$ cat src/rtl/motor_pwm_ctrl.sv
// -----------------------------------------------------------------------------
// motor_pwm_ctrl
// N-channel DC-motor drive controller. Each channel has PWM generation with a
// soft-start duty ramp, dead time on direction reversal, a manual-run override
// and a synchronised wheel-encoder event counter. The channels share one PWM
// timebase.
//
// Optional feature macro: MOTOR_STALL_DET_EN
//   When defined, this adds parameter STALL_CYC, output stall_o and a STALL
//   state. A channel that runs with non-zero duty and sees no encoder edge for
//   STALL_CYC cycles is shut off until its run request drops.
//
// Ports
//   clk_sys     system clock (only clock)
//   rst_sys     synchronous active-high reset
//   duty_i      target duty per channel, channel k at [k*PWM_W +: PWM_W]
//   dir_i       requested direction per channel
//   run_i       software run request per channel
//   btn_n       manual-run button, active-low, forces run on all channels
//   evnt_i      asynchronous encoder pulses per channel
//   cnt_clr_i   event counter clear per channel
//   mt_o        H-bridge direction pair per channel (dir 0 = 10, dir 1 = 01)
//   en_o        H-bridge enable (PWM) per channel
//   evnt_cnt_o  event count per channel, channel k at [k*EVC_W +: EVC_W]
//   busy_o      channel is not idle
//   stall_o     channel stalled (MOTOR_STALL_DET_EN only)
// -----------------------------------------------------------------------------
module motor_pwm_ctrl #(
  parameter int NCH       = 2,
  parameter int PWM_W     = 8,
  parameter int PWM_DIV   = 1,
  parameter int RAMP_STEP = 16,
  parameter int DEAD_CYC  = 64,
  parameter int EVC_W     = 16
`ifdef MOTOR_STALL_DET_EN
  ,
  parameter int STALL_CYC = 1048576
`endif
) (
  input  logic                 clk_sys,
  input  logic                 rst_sys,
  input  logic [NCH*PWM_W-1:0] duty_i,
  input  logic [NCH-1:0]       dir_i,
  input  logic [NCH-1:0]       run_i,
  input  logic                 btn_n,
  input  logic [NCH-1:0]       evnt_i,
  input  logic [NCH-1:0]       cnt_clr_i,
  output logic [2*NCH-1:0]     mt_o,
  output logic [NCH-1:0]       en_o,
  output logic [NCH*EVC_W-1:0] evnt_cnt_o,
  output logic [NCH-1:0]       busy_o
`ifdef MOTOR_STALL_DET_EN
  ,
  output logic [NCH-1:0]       stall_o
`endif
);

  localparam int PSC_W  = (PWM_DIV > 1) ? $clog2(PWM_DIV) : 1;
  // Dead counter is loaded with DEAD_CYC-1 so EN stays low exactly DEAD_CYC cycles.
  localparam int DEAD_W = (DEAD_CYC > 1) ? $clog2(DEAD_CYC) : 1;
  localparam logic [PSC_W-1:0]  PSC_LAST  = PSC_W'(PWM_DIV - 1);
  localparam logic [DEAD_W-1:0] DEAD_LOAD = DEAD_W'(DEAD_CYC - 1);
  localparam logic [PWM_W:0]    STEP      = (PWM_W + 1)'(RAMP_STEP);
`ifdef MOTOR_STALL_DET_EN
  localparam int TMR_W = $clog2(STALL_CYC + 1);
  localparam logic [TMR_W-1:0] TMR_LIM = TMR_W'(STALL_CYC);
`endif

  typedef enum logic [1:0] {
    ST_IDLE  = 2'd0,
    ST_RUN   = 2'd1,
    ST_DEAD  = 2'd2
`ifdef MOTOR_STALL_DET_EN
    ,
    ST_STALL = 2'd3
`endif
  } state_e;

  // Move cur one step toward tgt, landing exactly on tgt instead of overshooting.
  function automatic logic [PWM_W-1:0] ramp_f(input logic [PWM_W-1:0] cur,
                                               input logic [PWM_W-1:0] tgt);
    logic [PWM_W:0] gap;
    if (tgt > cur) begin
      gap = {1'b0, tgt} - {1'b0, cur};
      if (gap > STEP) ramp_f = cur + STEP[PWM_W-1:0];
      else            ramp_f = tgt;
    end else begin
      gap = {1'b0, cur} - {1'b0, tgt};
      if (gap > STEP) ramp_f = cur - STEP[PWM_W-1:0];
      else            ramp_f = tgt;
    end
  endfunction

  logic [PSC_W-1:0]  psc_q, psc_d;
  logic [PWM_W-1:0]  pwm_cnt_q, pwm_cnt_d;
  logic              tick_s, period_end_s;
  state_e            state_q [NCH];
  state_e            state_d [NCH];
  logic [PWM_W-1:0]  duty_q [NCH];
  logic [PWM_W-1:0]  duty_d [NCH];
  logic [DEAD_W-1:0] dead_q [NCH];
  logic [DEAD_W-1:0] dead_d [NCH];
  logic [EVC_W-1:0]  evc_q [NCH];
  logic [EVC_W-1:0]  evc_d [NCH];
  logic [NCH-1:0]    dir_q, dir_d, en_q, en_d, busy_q, busy_d;
  logic [NCH-1:0]    sync1_q, sync1_d, sync2_q, sync2_d, sync3_q, sync3_d;
  logic [NCH-1:0]    go_s, rise_s;
`ifdef MOTOR_STALL_DET_EN
  logic [TMR_W-1:0]  tmr_q [NCH];
  logic [TMR_W-1:0]  tmr_d [NCH];
  logic [NCH-1:0]    stall_q, stall_d;
`endif

  assign go_s = run_i | {NCH{~btn_n}};

  // Shared prescaler and PWM counter; period end is the tick that wraps to 0.
  always_comb begin
    tick_s = (psc_q == PSC_LAST);
    if (tick_s) begin
      psc_d     = '0;
      pwm_cnt_d = pwm_cnt_q + PWM_W'(1'b1);
    end else begin
      psc_d     = psc_q + PSC_W'(1'b1);
      pwm_cnt_d = pwm_cnt_q;
    end
    period_end_s = tick_s & (&pwm_cnt_q);
  end

  // Encoder 2-FF synchroniser, rising-edge detect and per-channel counter.
  always_comb begin
    sync1_d = evnt_i;
    sync2_d = sync1_q;
    sync3_d = sync2_q;
    rise_s  = sync2_q & ~sync3_q;
    for (int k = 0; k < NCH; k++) begin
      if (cnt_clr_i[k])   evc_d[k] = '0;
      else if (rise_s[k]) evc_d[k] = evc_q[k] + EVC_W'(1'b1);
      else                evc_d[k] = evc_q[k];
    end
  end

  // Per-channel FSM, duty ramp, dead timer and registered output terms.
  always_comb begin
    for (int k = 0; k < NCH; k++) begin
      state_d[k] = state_q[k];
      duty_d[k]  = duty_q[k];
      dead_d[k]  = dead_q[k];
      dir_d[k]   = dir_q[k];
      case (state_q[k])
        ST_IDLE: begin
          duty_d[k] = '0;
          dir_d[k]  = dir_i[k];
          if (go_s[k]) state_d[k] = ST_RUN;
          else         state_d[k] = ST_IDLE;
        end
        ST_RUN: begin
          if (!go_s[k]) begin
            state_d[k] = ST_IDLE;
            duty_d[k]  = '0;
          end else if (dir_i[k] != dir_q[k]) begin
            state_d[k] = ST_DEAD;
            duty_d[k]  = '0;
            dead_d[k]  = DEAD_LOAD;
`ifdef MOTOR_STALL_DET_EN
          end else if (tmr_q[k] == TMR_LIM) begin
            state_d[k] = ST_STALL;
            duty_d[k]  = '0;
`endif
          end else if (period_end_s) begin
            duty_d[k] = ramp_f(duty_q[k], duty_i[k*PWM_W +: PWM_W]);
          end else begin
            duty_d[k] = duty_q[k];
          end
        end
        ST_DEAD: begin
          duty_d[k] = '0;
          if (!go_s[k]) begin
            state_d[k] = ST_IDLE;
          end else if (dead_q[k] == '0) begin
            // Direction is taken from the final sample, whatever toggling happened.
            state_d[k] = ST_RUN;
            dir_d[k]   = dir_i[k];
          end else begin
            dead_d[k] = dead_q[k] - DEAD_W'(1'b1);
          end
        end
`ifdef MOTOR_STALL_DET_EN
        ST_STALL: begin
          duty_d[k] = '0;
          if (!go_s[k]) state_d[k] = ST_IDLE;
          else          state_d[k] = ST_STALL;
        end
`endif
        default: begin
          state_d[k] = ST_IDLE;
          duty_d[k]  = '0;
        end
      endcase
      // Gating with the next state drops EN together with the state change.
      en_d[k]   = (state_d[k] == ST_RUN) & (pwm_cnt_q < duty_q[k]);
      busy_d[k] = (state_d[k] != ST_IDLE);
`ifdef MOTOR_STALL_DET_EN
      stall_d[k] = (state_d[k] == ST_STALL);
      if ((state_q[k] != ST_RUN) || rise_s[k]) tmr_d[k] = '0;
      else if ((duty_q[k] != '0) && (tmr_q[k] != TMR_LIM)) tmr_d[k] = tmr_q[k] + TMR_W'(1'b1);
      else tmr_d[k] = tmr_q[k];
`endif
    end
  end

  // State registers with synchronous reset.
  always_ff @(posedge clk_sys) begin
    if (rst_sys) begin
      psc_q     <= '0;
      pwm_cnt_q <= '0;
      dir_q     <= '0;
      en_q      <= '0;
      busy_q    <= '0;
      sync1_q   <= '0;
      sync2_q   <= '0;
      sync3_q   <= '0;
      for (int k = 0; k < NCH; k++) begin
        state_q[k] <= ST_IDLE;
        duty_q[k]  <= '0;
        dead_q[k]  <= '0;
        evc_q[k]   <= '0;
`ifdef MOTOR_STALL_DET_EN
        tmr_q[k]   <= '0;
`endif
      end
`ifdef MOTOR_STALL_DET_EN
      stall_q <= '0;
`endif
    end else begin
      psc_q     <= psc_d;
      pwm_cnt_q <= pwm_cnt_d;
      dir_q     <= dir_d;
      en_q      <= en_d;
      busy_q    <= busy_d;
      sync1_q   <= sync1_d;
      sync2_q   <= sync2_d;
      sync3_q   <= sync3_d;
      for (int k = 0; k < NCH; k++) begin
        state_q[k] <= state_d[k];
        duty_q[k]  <= duty_d[k];
        dead_q[k]  <= dead_d[k];
        evc_q[k]   <= evc_d[k];
`ifdef MOTOR_STALL_DET_EN
        tmr_q[k]   <= tmr_d[k];
`endif
      end
`ifdef MOTOR_STALL_DET_EN
      stall_q <= stall_d;
`endif
    end
  end

  // Output packing from registered state.
  always_comb begin
    mt_o       = '0;
    evnt_cnt_o = '0;
    for (int k = 0; k < NCH; k++) begin
      mt_o[2*k +: 2]             = {~dir_q[k], dir_q[k]};
      evnt_cnt_o[k*EVC_W +: EVC_W] = evc_q[k];
    end
  end

  assign en_o   = en_q;
  assign busy_o = busy_q;
`ifdef MOTOR_STALL_DET_EN
  assign stall_o = stall_q;
`endif

endmodule

$ cat config.mk
export PLATFORM = sky130hd
export DESIGN_NAME = motor_pwm_ctrl
export DESIGN_NICKNAME = d
export VERILOG_FILES = /design/src/rtl/motor_pwm_ctrl.sv
export SDC_FILE = /design/constraint.sdc
export NUM_CORES = 1
export LEC_CHECK = 0
export ABC_AREA = 1
export CELL_PAD_IN_SITES_DETAIL_PLACEMENT = 0
export CELL_PAD_IN_SITES_GLOBAL_PLACEMENT = 1
export CORE_UTILIZATION = 30
export CTS_BUF_LIST = sky130_fd_sc_hd__clkbuf_8 sky130_fd_sc_hd__clkbuf_16
export DETAILED_ROUTE_END_ITERATION = 7
export HOLD_SLACK_MARGIN = 0.06
export PLACE_DENSITY = 0.61
export SYNTH_ARGS = -nofsm -noshare
export SYNTH_HDL_FRONTEND = slang
export SYNTH_SLANG_ARGS = --single-unit
$ cat constraint.sdc
create_clock -name clk_sys -period 3.45 [get_ports clk_sys]
set_clock_uncertainty 0.2 [all_clocks]
set_input_delay 1.035 -clock clk_sys [delete_from_list [all_inputs] [get_ports clk_sys]]
set_output_delay 1.035 -clock clk_sys [all_outputs]
set_load 0.02 [all_outputs]
==> out/results.ini <==
[final_layout]
layout-drive-gt1-share = 0.126
areaGrowthSynthToFinish_pct = 29.4
layout_common_cells = 201 x nand2_1, 173 x inv_1, 90 x nor2_1
finalInstanceArea_mm2 = 0.00797
final_common_cell = nand2_1
diodes = 0
final_nets = 1158

[placement]
portBuffers = 66
dp_hpwl_mm = 12.9
place_ws_ns = -0.268
place_congestion = 0.808
dpl_cell_area_mm2 = 0.00759

[worst_setup_path]
timing.rr.end = duty_q[0][0]
crit_slowest_cell = fa_2
crit_path_cell_trace = clkdlybuf4s50_1 > inv_1 > ha_2 > fa_2 > nand2_1 > nor3b_2 > nand3_2 > a21oi_4 > nand2_4 > nand2_4 > nand2_4 > nor2_4 > nor2_1 > nor2_1
r2r-start = duty_q[0][6]
cp_max_fo = 6
critical_path.most_common_cell = nand2_4
crit_path_start_kind = input pin
rr_worst_depth = 14
cp.arrival_ns = 3.39
end_kind = register
cp.required_ns = 3.53
critPathKind = in -> reg
cp_slowest_stage_delay_ns = 0.53
reg2reg_slack_ns = 1.01

[grt]
antenna_found_initial = 0
grt_pass1_wl_mm = 26.8
globalRoute.totalOverflow = 0
grt_pass1_vias = 5617
grtUsageTotal = 0.155
grt_start_max_net_pins = 20

[synthesis]
syn_area_mm2 = 0.00616
yosys_warnings = 0
synth-edff-count = 0
yosysSeqAreaShare = 0.276
synth_ff_type = dfxtp_1
syn_nets = 1026
synth_cell_type_count = 43
yosysTopAreaCell = dfxtp_1
syn_inst = 940
yosys-top-cells-area = dfxtp_1 28%, nand2_1 12%, ha_1 12%, inv_1 11%, nand3_1 6.7%
netlist.area_leader.share = 0.276
ys_ff_latch = 85
syn_area_per_cell_um2 = 6.56
async_reset_ff_frac = 0

[timing]
worstMarginPinSlew_ns = 0.909
timing_hold_violations_final = 0
setup_ws_ns = 0.136
hold_slack_ns = 0.204
fin_tns_setup_ns = 0
drv_slew = 0
relSlewSlack = 0.392
fin_crit_sh = 0.960
fmax_mhz = 302
setup_viol = 0
finalCriticalPeriod_ns = 3.31

[clocking]
cts_root_buffer = clkbuf_16
cts_tree = done
clock_sinks = 85
clock_latency_ns = 0.35
clkTransAtPathRegs_ns = 0.06
cts_max_level = 3
numCtsBuffers = 9
clk_path_buf_depth = 2

[drt]
wl_mm = 16.0
ant_nets = 0
wl_per_cell_um = 11.9
drc = 0
dr.first_iter.drc_count = 190
routed-via-count = 5935
drt_pre_antenna_iters = 4
avgViaCountPerCell = 4.41

[power_and_ir_drop]
vdd_drop_max_mv = 0.239
power_mw = 2.66
p_per_area_mw_per_mm2 = 334
p_leak_nw = 3.59

[floorplanning]
fp.dieH_um = 145
initial_core_util = 0.306
chipWidth_um = 145
core_area_mm2 = 0.0202
die_area_mm2 = 0.0211
io_pins = 67
rows = 52

[outcome]
status = finished, final reports clean

[worst_hold_path]
holdPathEnd = sync2_q[1]
min_path_type = reg -> reg
hold_depth = 2
worstHoldStart = sync1_q[1]

[flow_run]
maxCapViolCount = 0

==> timing repair <==
action / 4_1_cts / 5_1_grt
hold buffers: 0 / 0
buffers inserted: 0 / 1
resized for setup: 0 / 10
endpoints found under the setup margin: 0 / 11
==> sequential cells by signal, indices dropped and copies added, names as in the netlist <==
name / cells
sync2_q: 2
duty_q: 16
busy_o: 2
dir_q: 2
state_q: 4
pwm_cnt_q: 8
dead_q: 12
evc_q: 32
sync1_q: 2
psc_q: 1
sync3_q: 2
en_o: 2
==> worst max-delay path: cells and delay by family <==
family	cells	cell delay, ns
simple gates	9	0.90
fa+ha+maj	2	0.73
buf+inv	2	0.54
compound gates	1	0.18
==> cells by family after synthesis <==
family / Yosys count / synth area share
DFF: 85 / 0.276
xor gates and xnor gates: 14 / 0.0199
buffers and inverters: 193 / 0.120
and+or+nand+nor: 462 / 0.350
adders and majority gates: 59 / 0.122
other: 1 / 0.000608
AOI/OAI and AO/OA: 126 / 0.112
==> where the power goes <==
group	internal, mW	switching [mW]
Sequential	1.02	0.0315
Combinational	0.223	0.292
Clock	0.661	0.432
==> per-stage QoR <==
| step | instances | util |
|---|---|---|
| 2_1_floorplan | 940 | - |
| 3_3_place_gp | 1330 | 0.376 |
| 3_5_place_dp | 1330 | 0.376 |
| 4_1_cts | 1346 | 0.393 |
| 5_1_grt | 1347 | 0.395 |
| 6_report | 1347 | 0.395 |
==> per-layer routing <==
layer | wire length (µm) | part of all wire | vias up | track usage
met3 | 402 | 0.025 | 9 | 0.0288
met5 | 0 | 0 | - | 0
met1 | 8210 | 0.51 | 2593 | 0.208
met2 | 7280 | 0.45 | 72 | 0.259
met4 | 107 | 0.0067 | 0 | 0.0337
li1 | - | - | 3261 | -
==> how the worst max path moves through the flow <==
stage,start,to,slack [ns]
2_1_floorplan,duty_i[0],duty_q[0][1],0.43
3_3_place_gp,duty_i[0],duty_q[0][1],-0.21
3_5_place_dp,duty_i[0],duty_q[0][0],-0.27
4_1_cts,duty_i[0],duty_q[0][1],0.09
5_1_grt,duty_i[0],duty_q[0][0],-0.006
6_report,duty_i[0],duty_q[0][0],0.14
==> synth_stat cells, types with 2 or more instances <==
cell type,instances
nand2_2,9
nor3b_1,4
clkbuf_1,4
dfxtp_1,85
o21a_1,4
nand3b_1,3
fa_1,2
inv_2,10
nand2_1,201
a31oi_1,8
nor3_1,15
nand4_1,25
nor2_2,9
o21ai_1,3
o21ai_0,41
a21boi_0,3
nand3_1,83
ha_1,57
xor2_1,9
a21oi_1,59
or2_4,2
buf_1,2
o211ai_1,3
nand3_2,3
nor2_4,8
xnor2_1,5
nand2_4,5
inv_1,173
nor2_1,90
nand3_4,2
==> cell type report <==
type,instances,area [µm²]
fill,2199,12200
clock buffer,10,239
sequential,85,1700
multi-input combinational,662,3770
inverter,184,691
timing repair buffer,130,1140
clock inverter,6,93.8
tap,270,338
Note: power is estimated with default switching activity, not from simulation.
